==> config.mk <==
export PLATFORM = sky130hd
export DESIGN_NAME = uart_hex_line_tx_flat
export DESIGN_NICKNAME = d
export VERILOG_FILES = /design/src/rtl/uart_hex_line_tx_if.sv /design/src/rtl/uart_hex_line_tx.sv /design/src/flat_wrapper.sv
export SDC_FILE = /design/constraint.sdc
export NUM_CORES = 1
export LEC_CHECK = 0
export BUFFER_PORTS_ARGS = -buffer_cell sky130_fd_sc_hd__buf_2
export CAP_MARGIN = 5
export CORE_MARGIN = 2
export CORE_UTILIZATION = 55
export DETAILED_ROUTE_END_ITERATION = 10
export MAX_ROUTING_LAYER = met4
export PLACE_DENSITY = 0.86
export SKIP_LAST_GASP = 1
export SYNTH_ARGS = -nofsm -noshare
export SYNTH_HDL_FRONTEND = slang
export SYNTH_SLANG_ARGS = --single-unit
==> constraint.sdc <==
create_clock -name wb_clk_i -period 5.24 [get_ports wb_clk_i]
set_input_delay 1.048 -clock wb_clk_i [delete_from_list [all_inputs] [get_ports wb_clk_i]]
set_output_delay 1.048 -clock wb_clk_i [all_outputs]
set_load 0.005 [all_outputs]
==> src/rtl/uart_hex_line_tx_if.sv <==
// Input-side handshake for uart_hex_line_tx: one word per accepted valid/ready.
interface uart_hex_line_tx_if #(
  parameter int DATA_W = 32
);
  logic [DATA_W-1:0] data_i;
  logic              valid_i;
  logic              ready_o;

  // Word source: offers data and valid, observes ready.
  modport master (output data_i, output valid_i, input ready_o);
  // Printer: consumes data and valid, reports ready.
  modport slave  (input data_i, input valid_i, output ready_o);
endinterface

==> src/rtl/uart_hex_line_tx.sv <==
// Prints one accepted word as a line of uppercase hex digits (MSB nibble
// first) followed by '\n', serialized as 8N1 UART on ser_tx.
module uart_hex_line_tx #(
  parameter int DATA_W       = 32,
  parameter int CLKS_PER_BIT = 1042,
  parameter int SUPPRESS_LZ  = 0
) (
  input  logic                wb_clk_i,
  input  logic                wb_rst_i,
  uart_hex_line_tx_if.slave   s_if,
  output logic                busy_o,
  output logic                done_o,
  output logic                ser_tx
);

  localparam int NIB   = (DATA_W + 3) / 4;
  localparam int SH_W  = NIB * 4;
  localparam int CNT_W = $clog2(CLKS_PER_BIT);
  localparam int DIG_W = $clog2(NIB + 1);
  localparam logic [7:0] NL = 8'h0A;

  typedef enum logic [1:0] {S_IDLE, S_START, S_DATA, S_STOP} state_t;

  state_t           state_q;
  logic             ser_q;
  logic             ready_q;
  logic             busy_q;
  logic             done_q;
  logic [CNT_W-1:0] cnt_q;
  logic [2:0]       bit_q;

  logic [SH_W-1:0]  shift_q;   // remaining digits, current one in the top nibble
  logic [DIG_W-1:0] dig_q;     // digits still to send after the current one
  logic [7:0]       char_q;    // character currently on the line

  logic [SH_W-1:0]  pad_d;
  logic [DIG_W-1:0] lz_d;
  logic             zero_run;
  logic [SH_W-1:0]  load_shift_d;
  logic [DIG_W-1:0] load_dig_d;
  logic [SH_W-1:0]  next_shift_d;
  logic             bit_end;
  logic             accept;
  logic             char_end;

  function automatic logic [7:0] hex_char(input logic [3:0] n);
    return (n < 4'd10) ? (8'h30 + {4'h0, n}) : (8'h37 + {4'h0, n});
  endfunction

  assign bit_end  = (cnt_q == CNT_W'(CLKS_PER_BIT - 1));
  assign accept   = (state_q == S_IDLE) && ready_q && s_if.valid_i;
  assign char_end = (state_q == S_STOP) && bit_end;

  // Count leading zero nibbles to skip; digit 0 is never skipped.
  always_comb begin
    pad_d    = SH_W'(s_if.data_i);
    lz_d     = '0;
    zero_run = 1'b1;
    if (SUPPRESS_LZ != 0) begin
      for (int i = NIB - 1; i >= 1; i--) begin
        if (zero_run && (pad_d[i*4 +: 4] == 4'h0)) lz_d = lz_d + DIG_W'(1);
        else                                       zero_run = 1'b0;
      end
    end
    load_shift_d = pad_d << {lz_d, 2'b00};
    load_dig_d   = DIG_W'(NIB - 1) - lz_d;
    next_shift_d = shift_q << 4;
  end

  // Character datapath: load on acceptance, pick the next char as a stop bit ends.
  // NOTE: datapath registers carry no reset; they are always loaded on acceptance before use.
  always_ff @(posedge wb_clk_i) begin
    if (accept) begin
      shift_q <= load_shift_d;
      dig_q   <= load_dig_d;
      char_q  <= hex_char(load_shift_d[SH_W-1 -: 4]);
    end else if (char_end && (char_q != NL)) begin
      if (dig_q == '0) begin
        char_q <= NL;
      end else begin
        shift_q <= next_shift_d;
        dig_q   <= dig_q - DIG_W'(1);
        char_q  <= hex_char(next_shift_d[SH_W-1 -: 4]);
      end
    end
  end

  // Line FSM with bit timing; all outputs registered.
  // NOTE: state registers use non-blocking assignments so every branch sees pre-edge values.
  always_ff @(posedge wb_clk_i) begin
    if (wb_rst_i) begin
      state_q <= S_IDLE;
      ser_q   <= 1'b1;
      ready_q <= 1'b1;
      busy_q  <= 1'b0;
      done_q  <= 1'b0;
      cnt_q   <= '0;
      bit_q   <= '0;
    end else begin
      // NOTE: done_q defaults low each cycle so it can only ever be a single-cycle pulse.
      done_q <= 1'b0;
      case (state_q)
        S_IDLE: begin
          cnt_q <= '0;
          if (accept) begin
            ser_q   <= 1'b0;
            ready_q <= 1'b0;
            busy_q  <= 1'b1;
            state_q <= S_START;
          end
        end
        S_START: begin
          if (bit_end) begin
            cnt_q   <= '0;
            bit_q   <= '0;
            ser_q   <= char_q[0];
            state_q <= S_DATA;
          end else begin
            cnt_q <= cnt_q + CNT_W'(1);
          end
        end
        S_DATA: begin
          if (bit_end) begin
            cnt_q <= '0;
            if (bit_q == 3'd7) begin
              ser_q   <= 1'b1;
              state_q <= S_STOP;
            end else begin
              bit_q <= bit_q + 3'd1;
              ser_q <= char_q[bit_q + 3'd1];
            end
          end else begin
            cnt_q <= cnt_q + CNT_W'(1);
          end
        end
        S_STOP: begin
          if (bit_end) begin
            cnt_q <= '0;
            if (char_q == NL) begin
              ready_q <= 1'b1;
              busy_q  <= 1'b0;
              done_q  <= 1'b1;
              state_q <= S_IDLE;
            end else begin
              ser_q   <= 1'b0;
              state_q <= S_START;
            end
          end else begin
            cnt_q <= cnt_q + CNT_W'(1);
          end
        end
        default: state_q <= S_IDLE;
      endcase
    end
  end

  assign s_if.ready_o = ready_q;
  assign busy_o       = busy_q;
  assign done_o       = done_q;
  assign ser_tx       = ser_q;

endmodule

==> src/flat_wrapper.sv <==
// flat-port wrapper written by rule: the top's interface ports become plain ports
module uart_hex_line_tx_flat 
#(
  parameter int DATA_W       = 32,
  parameter int CLKS_PER_BIT = 1042,
  parameter int SUPPRESS_LZ  = 0
)
  (wb_clk_i, wb_rst_i, busy_o, done_o, ser_tx, s_if_data_i, s_if_valid_i, s_if_ready_o);
  uart_hex_line_tx_if #(.DATA_W(DATA_W)) s_if_i ();
  input  logic wb_clk_i;
  input  logic wb_rst_i;
  output logic busy_o;
  output logic done_o;
  output logic ser_tx;
  input wire logic [$bits(s_if_i.data_i)-1:0] s_if_data_i;
  input wire logic [$bits(s_if_i.valid_i)-1:0] s_if_valid_i;
  output wire logic [$bits(s_if_i.ready_o)-1:0] s_if_ready_o;
  assign s_if_i.data_i = s_if_data_i;
  assign s_if_i.valid_i = s_if_valid_i;
  assign s_if_ready_o = s_if_i.ready_o;
  uart_hex_line_tx #(.DATA_W(DATA_W), .CLKS_PER_BIT(CLKS_PER_BIT), .SUPPRESS_LZ(SUPPRESS_LZ)) u_core (.wb_clk_i(wb_clk_i), .wb_rst_i(wb_rst_i), .s_if(s_if_i), .busy_o(busy_o), .done_o(done_o), .ser_tx(ser_tx));
endmodule
==> metrics.cfg <==
[synthesis]
ys.flop_type = edfxtp_1
synth_top_family_by_area = simple AND/OR/NAND/NOR gates
synth_area_sq_mm = 0.00295
syn_nets = 353
synth-simple-area-share_pct = 24.8
syn_avg_cell_area_sq_um = 9.60
async_flop_share_pct = 0
synth_edf_count = 35
synthCells = 307
yosys_warnings = 0
synth-seq-cells = 59
synth_xor_area_share_pct = 3.57
synth_fa_ha_area_share_pct = 4.67
yosysSeqAreaShare_pct = 52.0
synth_compound_area_share_pct = 9.26
synth_cell_types = 42
synth_mux_area_share_pct = 2.46

[timing]
setup_viol = 0
period_needed_ns = 2.53
tightest_slew_ns = 1.06
worst_slack_ns = 2.71
relSlewSlack_pct = 29.1
final_max_slew_viol_count = 0
hold_viol_final = 0
fin_skew_ns = 0.0108
max_freq_ghz = 0.396
setup_tns_ns = 0
finalCritPeriodShare_pct = 48.2
rsz0062_at_grt = no
whs_ns = 0.471

[placement]
place_congestion = 0.932
dp.cells = 405
dp.final_hpwl_um = 3810
place_area_sq_mm = 0.00321
port_buffers = 38
dpl_worst_slack_ns = 2.70

[power_and_ir_drop]
switching_power_mw = 0.510
combPwrFrac_pct = 26.9
peakVddDrop_mv = 0.303
p_per_area_mw_per_mm2 = 477
leakage_nw = 1.42
intPower_mw = 1.14
clockPowerShare_pct = 30.3
power_mw = 1.65
netSwitchingFraction_pct = 31.0
seq_power_share_pct = 42.8

[detailed_routing]
wire_per_inst_um = 13.2
wirelength_um = 5560
via_count = 2262
avgViaCountPerCell = 5.37
firstDrtPassIters = 4
drc_errors = 0
drtIter0Drc = 131
ant_nets = 0

[min_path]
min_path_type = reg2reg
worstHoldPathCells = 2

[cells_and_area]
final_cell_mix = 83 x nand2_1, 38 x buf_2, 35 x edfxtp_1
area_delta_synth_final_pct = 17.0
num_antenna_cells = 0
final_common_cell = nand2_1
layout-drive-gt1-share_pct = 17.4
stdcell_count = 421
fin_nets = 392
utilization_pct = 67.1
fin_area_sq_mm = 0.00345

[critical_path]
startpoint = u_core.cnt_q[0]
cpPeakStageDelay_ns = 0.84
crit_cells = 4
reg2reg_depth = 4
end_kind = flop
path_max_fanout = 10
cp-start-kind = flop
crit_buf_inv = 0
r2r_slack_ns = 2.71
critPathRequiredTime_ns = 5.20
crit_chain = ha_1 -> nor4b_4 -> nand3_1 -> o21ai_0
r2r_start = u_core.cnt_q[0]
reg2reg_to = u_core.char_q[0]
criticalPathCategory = reg2reg
crit_family = compound AO/OA/AOI/OAI gates
critPathArrivalTime_ns = 2.49
crit_end = u_core.char_q[0]
cpMaxStageDelayCell = o21ai_0

[die]
fp.dieW_um = 77.2
row_count = 26
die-area_sq_mm = 0.00596
core_area_sq_mm = 0.00514
die_h_um = 77.2
start_util_pct = 57.3
ioPinCount = 39

[clocking]
cts.path.max_buffers = 2
cts_setup_buffers = 0
ctsHoldBuffers = 0
cts.sink_count = 59
clockRootBuffer = clkbuf_8
cts_max_level = 3
clk_pin_slew_ns = 0.07
cts_resized = 0
tritoncts = built
numCtsBuffers = 9
insertion_delay_ns = 0.34

[global_routing]
grt_pass1_vias = 2301
antenna_found_initial = 0
grt.total_usage_pct = 21.3
grt_first_pass_wirelength_um = 9680
grt_max_degree = 40
grt_overflow = 0

[status]
status = finished, final reports clean

[flow_run]
cap_violations = 0

-- metal layers --
layer,vias up,global-route usage [%],share of wire [%]
li1,1152,-,-
met1,1033,24.0,44
met2,69,35.0,50
met3,8,8.35,4.8
met4,0,6.79,1.3
met5,-,-,0
-- power groups by stage --
stage          Combinational (mW)  Clock [mW]  Sequential [mW]
2_1_floorplan               0.338           0            0.704
3_3_place_gp                0.426           0            0.708
3_5_place_dp                0.441           0            0.714
4_1_cts                     0.447       0.508            0.704
5_1_grt                     0.508       0.528            0.717
6_report                    0.444       0.498            0.705
-- kinds of logic (layout without fill, tap and decap cells) --
logic type	after synthesis	count (layout)
AOI/OAI and AO/OA	42	42
xor gates and xnor gates	12	12
adders and majority gates	11	11
buffers and inverters	26	70
DFF	59	59
muxes	6	6
and+or+nand+nor	151	151
-- registers in the layout, indices dropped and copies added, names as in the netlist --
name                 count
u_core.done_o            1
u_core.bit_q             3
u_core.state_q           2
u_core.s_if.ready_o      1
u_core.cnt_q            11
u_core.busy_o            1
u_core.ser_tx            1
u_core.shift_q          28
u_core.dig_q             4
u_core.char_q            7
-- cell type report --
class / count / area [sq um]
Tap cell: 70 / 87.6
Sequential cell: 59 / 1530
Fill cell: 429 / 1690
Timing Repair Buffer: 40 / 205
Multi-Input combinational cell: 222 / 1330
Inverter: 14 / 52.6
Clock buffer: 9 / 124
Clock inverter: 7 / 116
-- worst min-delay path by stage --
stage                         start              end  slack, ns
floorplan           u_core.bit_q[1]  u_core.bit_q[1]       0.44
global placement    u_core.bit_q[1]  u_core.bit_q[1]       0.45
detailed placement  u_core.bit_q[2]  u_core.bit_q[2]       0.46
CTS                 u_core.bit_q[2]  u_core.bit_q[2]       0.47
global route        u_core.bit_q[2]  u_core.bit_q[2]       0.48
finish              u_core.bit_q[2]  u_core.bit_q[2]       0.47
-- tightest hold or removal path: stages (launching register included) --
cell and delay, ns:
dfxtp_1 0.32, nand2_1 0.05, a21oi_1 0.05
-- cell usage after synthesis, types with 2 or more instances --
cell type / count / area, sq um
o31ai_1: 5 / 37.5
inv_1: 14 / 52.6
mux2i_1: 5 / 50.1
nand3_1: 8 / 40.0
nor4b_4: 2 / 47.6
edfxtp_1: 35 / 1050
and2_1: 6 / 37.5
or3_1: 4 / 25.0
a21oi_1: 15 / 75.1
xnor2_1: 7 / 61.3
clkbuf_1: 12 / 45.0
a31oi_1: 2 / 12.5
nor2_1: 15 / 56.3
ha_1: 11 / 138
o22ai_1: 2 / 12.5
xor2_1: 5 / 43.8
or4_1: 4 / 30.0
nand2_1: 83 / 312
nand4_1: 5 / 31.3
nand2b_1: 2 / 12.5
nor2b_1: 4 / 25.0
o21ai_0: 7 / 35.0
and3_1: 5 / 31.3
dfxtp_1: 24 / 480
nor3_1: 8 / 40.0
Power figures use the tool's default switching activity.
